File: src/rtl/fetch_stage_if.sv
// Bus between the fetch stage, the instruction memory, the hazard/branch logic and decode.
interface fetch_stage_if;
  logic        stall;
  logic        branch_taken;
  logic [31:0] branch_target;
  logic [31:0] mem_addr;
  logic [31:0] mem_data;
  logic [31:0] if_id_instr;
  logic [31:0] if_id_npc;
  logic        if_id_valid;
  logic [31:0] fetch_count;

  modport master (
    input  stall, branch_taken, branch_target, mem_data,
    output mem_addr, if_id_instr, if_id_npc, if_id_valid, fetch_count
  );

  modport slave (
    output stall, branch_taken, branch_target, mem_data,
    input  mem_addr, if_id_instr, if_id_npc, if_id_valid, fetch_count
  );
endinterface

File: src/rtl/fetch_stage.sv
// Instruction-fetch stage: owns the word-addressed pc and the IF/ID register,
// with stall hold, branch redirect/flush and a count of captured instructions.
//
// state    | meaning
// BOOT     | first edge after reset, nothing captured
// RUN      | sequential fetch, one capture per edge
// STALL    | pc and IF/ID frozen until stall drops
// REDIRECT | pc already at target, IF/ID flushed for one cycle
module fetch_stage #(
  parameter logic [31:0] RESET_PC  = 32'd0,
  parameter int unsigned MEM_DEPTH = 128,
  parameter logic [31:0] NOP_WORD  = 32'h0000_0000
) (
  input  logic          clk,
  input  logic          rst,
  fetch_stage_if.master bus
);

  // MEM_DEPTH is a power of two, so modulo arithmetic is just AW-bit wrap.
  localparam int unsigned AW = (MEM_DEPTH > 1) ? $clog2(MEM_DEPTH) : 1;

  localparam logic [1:0] S_BOOT     = 2'd0;
  localparam logic [1:0] S_RUN      = 2'd1;
  localparam logic [1:0] S_STALL    = 2'd2;
  localparam logic [1:0] S_REDIRECT = 2'd3;

  logic [1:0]    state;
  logic [1:0]    state_nxt;
  logic [AW-1:0] pc;
  logic [AW-1:0] pc_inc;
  logic [31:0]   instr_q;
  logic [31:0]   npc_q;
  logic          valid_q;
  logic [31:0]   count_q;
  logic          do_capture;
  logic          do_branch;

  assign pc_inc = pc + AW'(1);

  always_comb begin
    state_nxt  = state;
    do_capture = 1'b0;
    do_branch  = 1'b0;
    case (state)
      S_BOOT: state_nxt = S_RUN;
      S_RUN, S_STALL: begin
        if (bus.branch_taken) begin
          do_branch = 1'b1;
          state_nxt = S_REDIRECT;
        end else if (bus.stall) begin
          state_nxt = S_STALL;
        end else begin
          do_capture = 1'b1;
          state_nxt  = S_RUN;
        end
      end
      S_REDIRECT: state_nxt = bus.stall ? S_STALL : S_RUN;
      default:    state_nxt = S_BOOT;
    endcase
  end

  always_ff @(posedge clk or posedge rst) begin
    if (rst) begin
      state   <= S_BOOT;
      pc      <= RESET_PC[AW-1:0];
      instr_q <= NOP_WORD;
      npc_q   <= 32'd0;
      valid_q <= 1'b0;
      count_q <= 32'd0;
    end else begin
      state <= state_nxt;
      if (do_branch) begin
        pc      <= bus.branch_target[AW-1:0];
        instr_q <= NOP_WORD;
        npc_q   <= 32'd0;
        valid_q <= 1'b0;
      end else if (do_capture) begin
        pc      <= pc_inc;
        instr_q <= bus.mem_data;
        npc_q   <= {{(32-AW){1'b0}}, pc_inc};
        valid_q <= 1'b1;
        count_q <= count_q + 32'd1;
      end
    end
  end

  assign bus.mem_addr    = {{(32-AW){1'b0}}, pc};
  assign bus.if_id_instr = instr_q;
  assign bus.if_id_npc   = npc_q;
  assign bus.if_id_valid = valid_q;
  assign bus.fetch_count = count_q;

endmodule
File: src/flat_wrapper.sv
// flat-port wrapper written by rule: the top's interface ports become plain ports
module fetch_stage_flat 
#(
  parameter logic [31:0] RESET_PC  = 32'd0,
  parameter int unsigned MEM_DEPTH = 128,
  parameter logic [31:0] NOP_WORD  = 32'h0000_0000
)
  (clk, rst, bus_stall, bus_branch_taken, bus_branch_target, bus_mem_data, bus_mem_addr, bus_if_id_instr, bus_if_id_npc, bus_if_id_valid, bus_fetch_count);
  fetch_stage_if bus_i ();
  input  logic clk;
  input  logic rst;
  input wire logic [$bits(bus_i.stall)-1:0] bus_stall;
  input wire logic [$bits(bus_i.branch_taken)-1:0] bus_branch_taken;
  input wire logic [$bits(bus_i.branch_target)-1:0] bus_branch_target;
  input wire logic [$bits(bus_i.mem_data)-1:0] bus_mem_data;
  output wire logic [$bits(bus_i.mem_addr)-1:0] bus_mem_addr;
  output wire logic [$bits(bus_i.if_id_instr)-1:0] bus_if_id_instr;
  output wire logic [$bits(bus_i.if_id_npc)-1:0] bus_if_id_npc;
  output wire logic [$bits(bus_i.if_id_valid)-1:0] bus_if_id_valid;
  output wire logic [$bits(bus_i.fetch_count)-1:0] bus_fetch_count;
  assign bus_i.stall = bus_stall;
  assign bus_i.branch_taken = bus_branch_taken;
  assign bus_i.branch_target = bus_branch_target;
  assign bus_i.mem_data = bus_mem_data;
  assign bus_mem_addr = bus_i.mem_addr;
  assign bus_if_id_instr = bus_i.if_id_instr;
  assign bus_if_id_npc = bus_i.if_id_npc;
  assign bus_if_id_valid = bus_i.if_id_valid;
  assign bus_fetch_count = bus_i.fetch_count;
  fetch_stage #(.RESET_PC(RESET_PC), .MEM_DEPTH(MEM_DEPTH), .NOP_WORD(NOP_WORD)) u_core (.clk(clk), .rst(rst), .bus(bus_i));
endmodule
File: config.mk
export PLATFORM = sky130hd
export DESIGN_NAME = fetch_stage_flat
export DESIGN_NICKNAME = d
export VERILOG_FILES = /design/src/rtl/fetch_stage_if.sv /design/src/rtl/fetch_stage.sv /design/src/flat_wrapper.sv
export SDC_FILE = /design/constraint.sdc
export NUM_CORES = 1
export LEC_CHECK = 0
export CORE_MARGIN = 1
export CORE_UTILIZATION = 55
export DETAILED_ROUTE_END_ITERATION = 7
export DONT_BUFFER_PORTS = 1
export PLACE_DENSITY = 0.75
export SLEW_MARGIN = 25
export SYNTH_ARGS = -nofsm -noshare
export SYNTH_HDL_FRONTEND = slang
export SYNTH_SLANG_ARGS = --single-unit
File: constraint.sdc
create_clock -name clk -period 2.4 [get_ports clk]
set_input_delay 0.36 -clock clk [delete_from_list [all_inputs] [get_ports clk]]
set_output_delay 0.36 -clock clk [all_outputs]
set_load 0.02 [all_outputs]
==> metrics.csv <==
metric,value,unit
run status,"finished, final reports clean",
register area share after synthesis,53.0,%
WS Path Type,reg -> reg,
Post-DP HPWL,5080,µm
critical path endpoint category,register,
Port-buffer cells,0,
"top cells by count, synth","dfrtp_1 (81), buf_4 (50), a22o_1 (38)",
reg2reg start,u_core.state[1],
ranking of synthesized cells by area,"dfrtp_1 (53%), buf_4 (9.8%), a22o_1 (8.7%)",
CTS H-tree lvls,3,
antenna diode count,0,
min Tclk post-route,2260,ps
All-Layer GR Usage,20.2,%
"Hold Violations, Final",0,
Post-CTS Hold Buffers,0,
CP startpoint,u_core.state[1],
Worst Path Arrival,2520,ps
number of I/O pins,197,
initial antenna violation count,0,
vias in the first global route,2508,
worst-path cell chain,inv_1 -> ha_1 -> nand4bb_4 -> or4_1 -> nor4_2 -> xor2_1,
RSZ-0062 raised after global routing,no,
initial core utilization,56.6,%
Clock Latency Late Sink,350,ps
Yosys Warn Count,0,
setup TNS,0,ps
CTS tree,yes,
DR vias,2479,
layout cell share with drive strength beyond 1,9.19,%
post-synth top area cell,dfrtp_1,
first-pass GRT wire length,11600,µm
M1 WL,3040,µm
Post-CTS Setup Inserts,0,
max-slew violations,0,
CP max FO,8,
CTS resizes,0,
Crit-path slowest cell,or4_1,
fmax,0.443,GHz
CTS max path bufs,2,
Power Total,0.00502,W
DR WL/cell,16.4,µm
largest net degree at the start of global routing,45,
met2 routed wirelength,3550,µm
DR top layer,met4,
worst min path class,in -> async,
number of synthesized register bits,81,
pwr/cell area,1250,nW/µm²
worst rel slew slack,63.0,%
DR DRC count,0,
"FFs w/ async S/R, synth",100,%
Max Cap Viol,0,
"EDFF count, synth",0,
R2R Path End,u_core.bus.fetch_count[29],
Final setup viols,0,
site row count,30,
TritonCTS Buffers,9,
syn_area_per_cell,11.0,µm²
clk root buf,clkbuf_8,
post-synthesis cell area,3830,µm²
met3 WL,536,µm
crit path capture,u_core.bus.fetch_count[29],
routability congestion estimate,0.818,
Die H,85.4,µm
Num Clock Sinks,81,
final worst path period share,94.0,%
FF-to-FF setup slack,140,ps
top_reg_cell synth,dfrtp_1,
Area Overhead vs Synth,4.67,%
Max stage delay on crit path,730,ps
CP Data Required Time,2670,ps
First-pass DRT Iterations,4,
CORE AREA,6760,µm²
Final Skew,9.89,ps
Die Area,7300,µm²
reg2reg path depth,6,
crit path launch type,register,
post-synthesis cell type count,31,
Final #Nets,426,
vias per cell,5.65,
actual slew at the worst max-slew pin,555,ps
"Reg clk slew, reported paths",80,ps
Final ANT Viol Nets,0,
Yosys top cell area share,53.0,%
cell with the most instances after synthesis,dfrtp_1,
DR iter-0 viols,84,
leakage power,2.00,nW
Congestion Overflow GR,0,
final wirelength,7210,µm
Die W,85.4,µm
Worst IR Drop VDD,0.000776,V
Mapped Cells,348,
[layout make-up]
type	instances	area (µm²)
Fill cell	542	2750
Sequential cell	81	2030
Multi-Input combinational cell	244	1530
Clock buffer	10	138
Clock inverter	6	105
Tap cell	80	100
Timing Repair Buffer	10	75.1
Inverter	8	33.8
[layout by cell type, fill, tap and decap left out, drive strengths merged]
master / netlist / routed
nand4: 9 / 9
inv: 8 / 7
a221o: 2 / 2
nor2: 10 / 10
a22o: 38 / 38
and2: 2 / 2
or3: 2 / 2
or2: 1 / 1
o22ai: 1 / 1
ha: 4 / 4
clkinvlp: 0 / 1
nor3: 10 / 10
or4: 2 / 2
nor4: 6 / 6
a21oi: 7 / 7
bufinv: 0 / 3
conb: 1 / 50
o21ai: 11 / 11
dfrtp: 81 / 81
xor2: 20 / 20
and3: 7 / 7
and4: 1 / 1
a21o: 3 / 3
nand4bb: 1 / 1
clkinv: 0 / 3
buf: 52 / 10
nand3: 12 / 12
nand2: 29 / 29
clkbuf: 12 / 10
xnor2: 14 / 14
o31ai: 2 / 2
[routing by layer]
metal	up-vias	track usage, %
met5	-	0
met1	1227	24.1
met3	8	7.00
met4	0	7.42
met2	117	33.7
li1	1127	-
[worst max-delay path: cells and delay by family, from the launching register on]
family	cells	cell delay, ps
simple gates	3	1260
buf+inv	1	50
fa+ha+maj	1	330
xor+xnor	1	180
flops	1	360
[report_power, final]
| group | internal [W] | total (W) | switching (W) |
|---|---|---|---|
| Combinational | 0.000491 | 0.00116 | 0.000671 |
| Clock | 0.000714 | 0.00119 | 0.000476 |
| Sequential | 0.00179 | 0.00267 | 0.000885 |
| Total | 0.00299 | 0.00502 | 0.00203 |
[cells by family after synthesis]
logic type / Yosys count / share of synthesized area (%)
xor+xnor: 34 / 7.78
fa+ha+maj: 4 / 1.31
simple gates: 92 / 13.1
compound gates: 64 / 12.7
other cells: 1 / 0.0980
flops: 81 / 53.0
buf+inv: 72 / 12.0
[registers in the layout, summed over array words and instances (netlist names)]
signal and count:
u_core.bus.if_id_valid 1, u_core.bus.if_id_instr 32, u_core.pc 7, u_core.bus.fetch_count 32, u_core.bus.if_id_npc 7, u_core.state 2
[through the flow]
stage          cell area, µm²  cells  setup slack, ps  utilization, %  hold slack (ps)
2_1_floorplan            4020    397              344               -              493
6_report                 4010    439              144            59.3             8.81
5_1_grt                  4010    439             51.8            59.3             54.5
3_3_place_gp             3760    423              239            55.7              383
4_1_cts                  4010    439              127            59.3             20.3
3_5_place_dp             3760    423              159            55.7              399
[worst min-delay path by stage]
stage / start / end / slack (ps) / depth (start not counted)
floorplan: bus_mem_data[0] / u_core.bus.if_id_instr[0] / 490 / 1
global placement: rst / u_core.bus.if_id_instr[25] / 380 / 2
detailed placement: rst / u_core.bus.if_id_instr[21] / 400 / 2
CTS: rst / u_core.bus.if_id_instr[24] / 20 / 2
global route: rst / u_core.bus.if_id_instr[25] / 50 / 2
finish: rst / u_core.bus.if_id_instr[23] / 9 / 2
Note: power is estimated with default switching activity, not from simulation.
